`src/rtl/car_pkg.sv`:
```
// Shared encodings for the car simulator blocks.
package car_pkg;

  localparam int unsigned STATE_W = 4;

  // One-hot drive state encodings; the mileage recorder compares against ST_MOVING.
  localparam logic [STATE_W-1:0] ST_OFF       = 4'b1000;
  localparam logic [STATE_W-1:0] ST_NOT_START = 4'b0001;
  localparam logic [STATE_W-1:0] ST_START     = 4'b0010;
  localparam logic [STATE_W-1:0] ST_MOVING    = 4'b0100;

  typedef enum logic [STATE_W-1:0] {
    DS_OFF       = ST_OFF,
    DS_NOT_START = ST_NOT_START,
    DS_START     = ST_START,
    DS_MOVING    = ST_MOVING
  } drive_state_t;

endpackage

```
`src/rtl/manual_hold_timer.sv`:
```
// Saturating run-length timer: done flags the cycle that completes MAX_CYC consecutive enabled cycles.
module manual_hold_timer #(
  parameter int unsigned MAX_CYC = 4
) (
  input  logic clk,
  input  logic rst,
  input  logic en,
  input  logic clr,
  output logic done
);

  localparam int unsigned CNT_W = $clog2(MAX_CYC + 1);
  localparam logic [CNT_W-1:0] LAST = CNT_W'(MAX_CYC - 1);

  logic [CNT_W-1:0] count;
  logic             at_last;

  assign at_last = (count == LAST);
  assign done    = en && at_last;

  // Count consecutive enabled cycles; any gap or explicit clear restarts from zero, saturate at LAST.
  always_ff @(posedge clk) begin
    if (!rst) begin
      count <= '0;
    end else if (clr || !en) begin
      count <= '0;
    end else if (!at_last) begin
      count <= count + CNT_W'(1);
    end
  end

endmodule

```
`src/rtl/manual_drive_ctrl.sv`:
```
// Manual-transmission drive state sequencer with stall detection and idle auto power-off.
module manual_drive_ctrl
  import car_pkg::*;
#(
  parameter int unsigned CLK_HZ           = 100_000_000,
  parameter int unsigned POWER_HOLD_CYC   = CLK_HZ,
  parameter int unsigned IDLE_TIMEOUT_CYC = 10 * CLK_HZ
) (
  input  logic                clk,
  input  logic                rst,
  input  logic                power_btn,
  input  logic                power_off_btn,
  input  logic                clutch,
  input  logic                throttle,
  input  logic                brake,
  input  logic                reverse_sw,
  output logic [STATE_W-1:0]  state,
  output logic                power_on,
  output logic                reverse_mode,
  output logic                mileage_clr
);

  drive_state_t cur_state;
  drive_state_t nxt_state;
  logic         rev_nxt;
  logic         rev_prev;
  logic         state_chg;
  logic         hold_en;
  logic         hold_done;
  logic         idle_en;
  logic         idle_done;

  assign state     = STATE_W'(cur_state);
  assign state_chg = (nxt_state != cur_state);

  // Power-on hold: power_off_btn held alongside power_btn keeps the count at zero.
  assign hold_en = (cur_state == DS_OFF) && power_btn && !power_off_btn;

  // Idle: no pedal activity and the reverse selector unchanged since the previous cycle.
  assign idle_en = (cur_state == DS_NOT_START) && !clutch && !throttle && !brake &&
                   (reverse_sw == rev_prev);

  manual_hold_timer #(.MAX_CYC(POWER_HOLD_CYC)) u_hold_timer (
    .clk  (clk),
    .rst  (rst),
    .en   (hold_en),
    .clr  (state_chg),
    .done (hold_done)
  );

  manual_hold_timer #(.MAX_CYC(IDLE_TIMEOUT_CYC)) u_idle_timer (
    .clk  (clk),
    .rst  (rst),
    .en   (idle_en),
    .clr  (state_chg),
    .done (idle_done)
  );

  // Next-state and reverse-latch decode; power-off outranks every other rule.
  always_comb begin
    nxt_state = cur_state;
    rev_nxt   = reverse_mode;
    if ((cur_state != DS_OFF) && power_off_btn) begin
      nxt_state = DS_OFF;
    end else begin
      unique case (cur_state)
        DS_OFF: begin
          if (hold_done) nxt_state = DS_NOT_START;
        end
        DS_NOT_START: begin
          rev_nxt = reverse_sw;
          if (throttle && !clutch)     nxt_state = DS_OFF;
          else if (clutch && throttle) nxt_state = DS_START;
          else if (idle_done)          nxt_state = DS_OFF;
        end
        DS_START, DS_MOVING: begin
          if (clutch) rev_nxt = reverse_sw;
          if (!clutch && (reverse_sw != reverse_mode)) begin
            nxt_state = DS_OFF;
          end else if (brake && !throttle) begin
            nxt_state = DS_NOT_START;
          end else if (cur_state == DS_START) begin
            if (!clutch && throttle && !brake) nxt_state = DS_MOVING;
          end else if (clutch || !throttle) begin
            nxt_state = DS_START;
          end
        end
        default: nxt_state = DS_OFF;
      endcase
    end
  end

  // State register and registered outputs.
  always_ff @(posedge clk) begin
    if (!rst) begin
      cur_state    <= DS_OFF;
      power_on     <= 1'b0;
      reverse_mode <= 1'b0;
      mileage_clr  <= 1'b0;
      rev_prev     <= 1'b0;
    end else begin
      cur_state    <= nxt_state;
      power_on     <= (nxt_state != DS_OFF);
      reverse_mode <= rev_nxt;
      mileage_clr  <= (cur_state == DS_OFF) && (nxt_state == DS_NOT_START);
      rev_prev     <= reverse_sw;
    end
  end

endmodule

```
`config.mk`:
```
export PLATFORM = sky130hd
export DESIGN_NAME = manual_drive_ctrl
export DESIGN_NICKNAME = d
export VERILOG_FILES = /design/src/rtl/car_pkg.sv /design/src/rtl/manual_hold_timer.sv /design/src/rtl/manual_drive_ctrl.sv
export SDC_FILE = /design/constraint.sdc
export NUM_CORES = 1
export LEC_CHECK = 0
export ABC_AREA = 1
export ABC_CLOCK_PERIOD_IN_PS = 2760
export BUFFER_PORTS_ARGS = -buffer_cell sky130_fd_sc_hd__buf_2
export CORE_ASPECT_RATIO = 0.5
export CORE_MARGIN = 1
export CORE_UTILIZATION = 58
export CTS_BUF_LIST = sky130_fd_sc_hd__clkbuf_2 sky130_fd_sc_hd__clkbuf_4 sky130_fd_sc_hd__clkbuf_8
export DETAILED_ROUTE_END_ITERATION = 8
export PLACE_DENSITY = 0.78
export SLEW_MARGIN = 25
export SYNTH_ARGS = -nofsm -noshare
export SYNTH_HDL_FRONTEND = slang
export SYNTH_HIERARCHICAL = 1
export SYNTH_SLANG_ARGS = --single-unit
```
`constraint.sdc`:
```
create_clock -name clk -period 2.76 [get_ports clk]
set_clock_uncertainty 0.1 [all_clocks]
set_input_delay 0.414 -clock clk [delete_from_list [all_inputs] [get_ports clk]]
set_output_delay 0.414 -clock clk [all_outputs]
set_load 0.05 [all_outputs]
```
==> impl_metrics.env <==
export IMPL_yosysSeqAreaShare_pct=31.8
export IMPL_setup_tns_final_ns=0
export IMPL_place_area_mm2=0.00440
export IMPL_critPathLaunchType="register"
export IMPL_clk_pin_slew_ns=0.07
export IMPL_synth_distinct_cells=29
export IMPL_cp_required_ns=2.94
export IMPL_ctsHtreeMaxLevel=3
export IMPL_critPathMaxFanout=8
export IMPL_gp_congestion=0.943
export IMPL_yosys_warnings=6
export IMPL_total_power_w=0.00180
export IMPL_antenna_found_initial=0
export IMPL_first_iter_violations=315
export IMPL_via_per_inst=5.09
export IMPL_overflow=0
export IMPL_grt_first_pass_wirelength_um=16000
export IMPL_grt_met3_usage_pct=7.41
export IMPL_cts_buffers=9
export IMPL_antenna_cells=0
export IMPL_drive_gt1_share_pct=15.0
export IMPL_outcome="completed"
export IMPL_globalRouteTotalUtil_pct=28.2
export IMPL_fin_area_mm2=0.00474
export IMPL_nFillCells=599
export IMPL_relSlewSlack_pct=79.7
export IMPL_die_y_um=61.4
export IMPL_synth_nets=704
export IMPL_dr_pass1_iters=5
export IMPL_avgSynthCellArea_um2=5.90
export IMPL_maxCapViolCount=0
export IMPL_fmax_mhz=385
export IMPL_hold_path_class="in2reg"
export IMPL_areaGrowthSynthToFinish_pct=15.7
export IMPL_busiest_layer="met2"
export IMPL_clkLatencyLatePin_ns=0.34
export IMPL_ir_drop_mv=0.266
export IMPL_cp_slowest_stage_delay_ns=0.42
export IMPL_fin_cells=834
export IMPL_wl_per_cell_um=12.0
export IMPL_period_minus_slack_ns=2.60
export IMPL_setup_viol=0
export IMPL_grt_max_degree=25
export IMPL_leakage_nw=1.72
export IMPL_cts_buffer_depth=2
export IMPL_p_sw_share_pct=20.8
export IMPL_critPathSlowestCell="dfxtp_1"
export IMPL_hold_viol_final=0
export IMPL_crit_top_cell="nand2_1"
export IMPL_rows=21
export IMPL_cts_tree="built"
export IMPL_p_switching_w=0.000373
export IMPL_die_w_um=121
export IMPL_ios=15
export IMPL_routed_wl_um=9980
export IMPL_grt_met2_usage_pct=49.5
export IMPL_cp_arrival_ns=2.78
export IMPL_cp_cell_sequence="nand2_2, nor2_2, inv_1, nor2_1, and3_4, inv_1, nand4_1, nand2_1, nor2_1, nand3_1, nand2_1, nand2_1, nor2_2, nand2_2, nor2_4, buf_6, buf_4, nand2_1, nor2_1"
export IMPL_endpoint_kind="register"
export IMPL_ant_nets=0
export IMPL_port_buffers=14
export IMPL_worst_slew_pin_slew_ns=0.303
export IMPL_powerDensity_mw_per_mm2=379
export IMPL_dieArea_mm2=0.00742
export IMPL_netlist_instances=694
export IMPL_grt_pass1_vias=3576
export IMPL_start_util_pct=60.6
export IMPL_p_seq_share_pct=52.3
export IMPL_ys_ff_latch=65
export IMPL_fin_crit_sh_pct=94.2
export IMPL_place_inst=813
export IMPL_r2r_slack_ns=0.16
export IMPL_nets=747
export IMPL_slew_violations=0
export IMPL_cts_root_buf="clkbuf_8"
export IMPL_cts_sinks=65
export IMPL_clkPwrFrac_pct=45.4
export IMPL_core_mm2=0.00675
export IMPL_p_int_w=0.00142
export IMPL_comb_power_share_pct=2.2
export IMPL_crit_type="reg2reg"
export IMPL_holdWs_ns=0.225
export IMPL_syn_area_mm2=0.00409
export IMPL_grt_util_met1_pct=34.7
export IMPL_vias=4241
export IMPL_drc=0
export IMPL_dp_final_hpwl_um=7640
-- stage by stage --
step | worst slack, ns | utilization, %
2_1_floorplan | 0.0105 | -
3_3_place_gp | 0.0641 | 65.2
3_5_place_dp | 0.0425 | 65.2
4_1_cts | 0.0117 | 68.2
5_1_grt | -0.0303 | 70.2
6_report | 0.160 | 70.2
-- sequential cells by signal (all words and copies together), names as in the netlist --
name / count
state: 4
reverse_mode: 1
u_idle_timer/count: 30
mileage_clr: 1
u_hold_timer/count: 27
rev_prev: 1
power_on: 1
-- layout by cell type, fill, tap and decap left out, types with 8 or more instances in the layout --
cell type	netlist	layout
nor2_4	9	11
nand2_1	224	221
a21oi_1	43	43
nor2_1	147	138
o21ai_0	14	14
xnor2_1	8	8
dfxtp_1	65	57
buf_4	0	19
nand3_1	42	42
nand2_2	6	8
nor2_2	7	14
buf_2	2	14
clkbuf_8	0	10
inv_1	83	83
-- cells by family (layout without fill, tap and decap cells) --
family | count (synthesis) | in the layout | synth area share [%]
and+or+nand+nor | 461 | 461 | 48.7
buffers and inverters | 92 | 140 | 8.50
DFF | 65 | 65 | 31.8
AOI/OAI and AO/OA | 61 | 61 | 7.58
xor gates and xnor gates | 13 | 13 | 2.78
adders and majority gates | 2 | 2 | 0.611
-- cell usage after synthesis --
cell type / number / area, um^2
nor2_8: 1 / 20.0
nor2_4: 9 / 101
nor3b_1: 2 / 15.0
nand3_2: 4 / 40.0
inv_2: 5 / 18.8
o211ai_1: 1 / 7.51
o21ai_1: 2 / 10.0
xnor2_1: 8 / 70.1
clkinv_1: 1 / 3.75
nand2_8: 1 / 20.0
inv_1: 83 / 312
xor2_1: 5 / 43.8
nand3_1: 42 / 210
dfxtp_1: 65 / 1300
o21ai_0: 14 / 70.1
o21bai_1: 1 / 7.51
nor2_1: 147 / 552
and3_1: 2 / 12.5
nand4_1: 7 / 43.8
nor3_1: 5 / 25.0
a21oi_1: 43 / 215
nand2_1: 224 / 841
nand2_2: 6 / 37.5
nand2_4: 1 / 11.3
buf_1: 1 / 3.75
ha_1: 2 / 25.0
buf_2: 2 / 10.0
nor2_2: 7 / 43.8
nand3b_1: 3 / 22.5
-- final timing paths --
kind	from	end	cells past startpoint
worst min-delay path	reverse_sw	rev_prev	3
worst max register to register	u_hold_timer/count[14]	u_hold_timer/count[15]	19
worst max-delay path	u_hold_timer/count[14]	u_hold_timer/count[15]	19
worst min register to register	reverse_mode	reverse_mode	2
-- power groups by stage --
stage	Combinational (W)	Sequential [W]	Clock, W
floorplan	0.0000200	0.000961	0
global placement	0.0000349	0.000961	0
detailed placement	0.0000352	0.000961	0
CTS	0.0000355	0.000940	0.000845
global route	0.0000448	0.000939	0.000886
finish	0.0000402	0.000940	0.000816
-- what timing repair did --
action | CTS | global route
setup endpoints to repair | 0 | 57
hold endpoints to repair | 0 | 0
resized for setup | 0 | 30
buffers inserted | 0 | 5
hold buffers | 0 | 0
-- routing by layer --
| layer | share of wire, % | routed length (um) | up-vias |
|---|---|---|---|
| li1 | - | - | 2243 |
| met1 | 46 | 4570 | 1856 |
| met2 | 47 | 4740 | 123 |
| met3 | 5.0 | 495 | 19 |
| met4 | 1.8 | 182 | 0 |
| met5 | 0 | 0 | - |
-- final cells by class --
| class | count | area, um^2 | share of cell area [%] |
|---|---|---|---|
| Multi-Input combinational cell | 537 | 2530 | 53.3 |
| Sequential cell | 65 | 1310 | 27.7 |
| Inverter | 89 | 338 | 7.13 |
| Timing Repair Buffer | 35 | 244 | 5.15 |
| Clock buffer | 13 | 160 | 3.38 |
| Tap cell | 92 | 115 | 2.43 |
| Clock inverter | 3 | 40.0 | 0.845 |
-- worst max-delay path, delay by kind of cell (launching register included) --
family        cells  cell delay, ns
flops             1            0.42
buf+inv           4            0.36
simple gates     15            1.64
(Power assumes the default switching activity.)
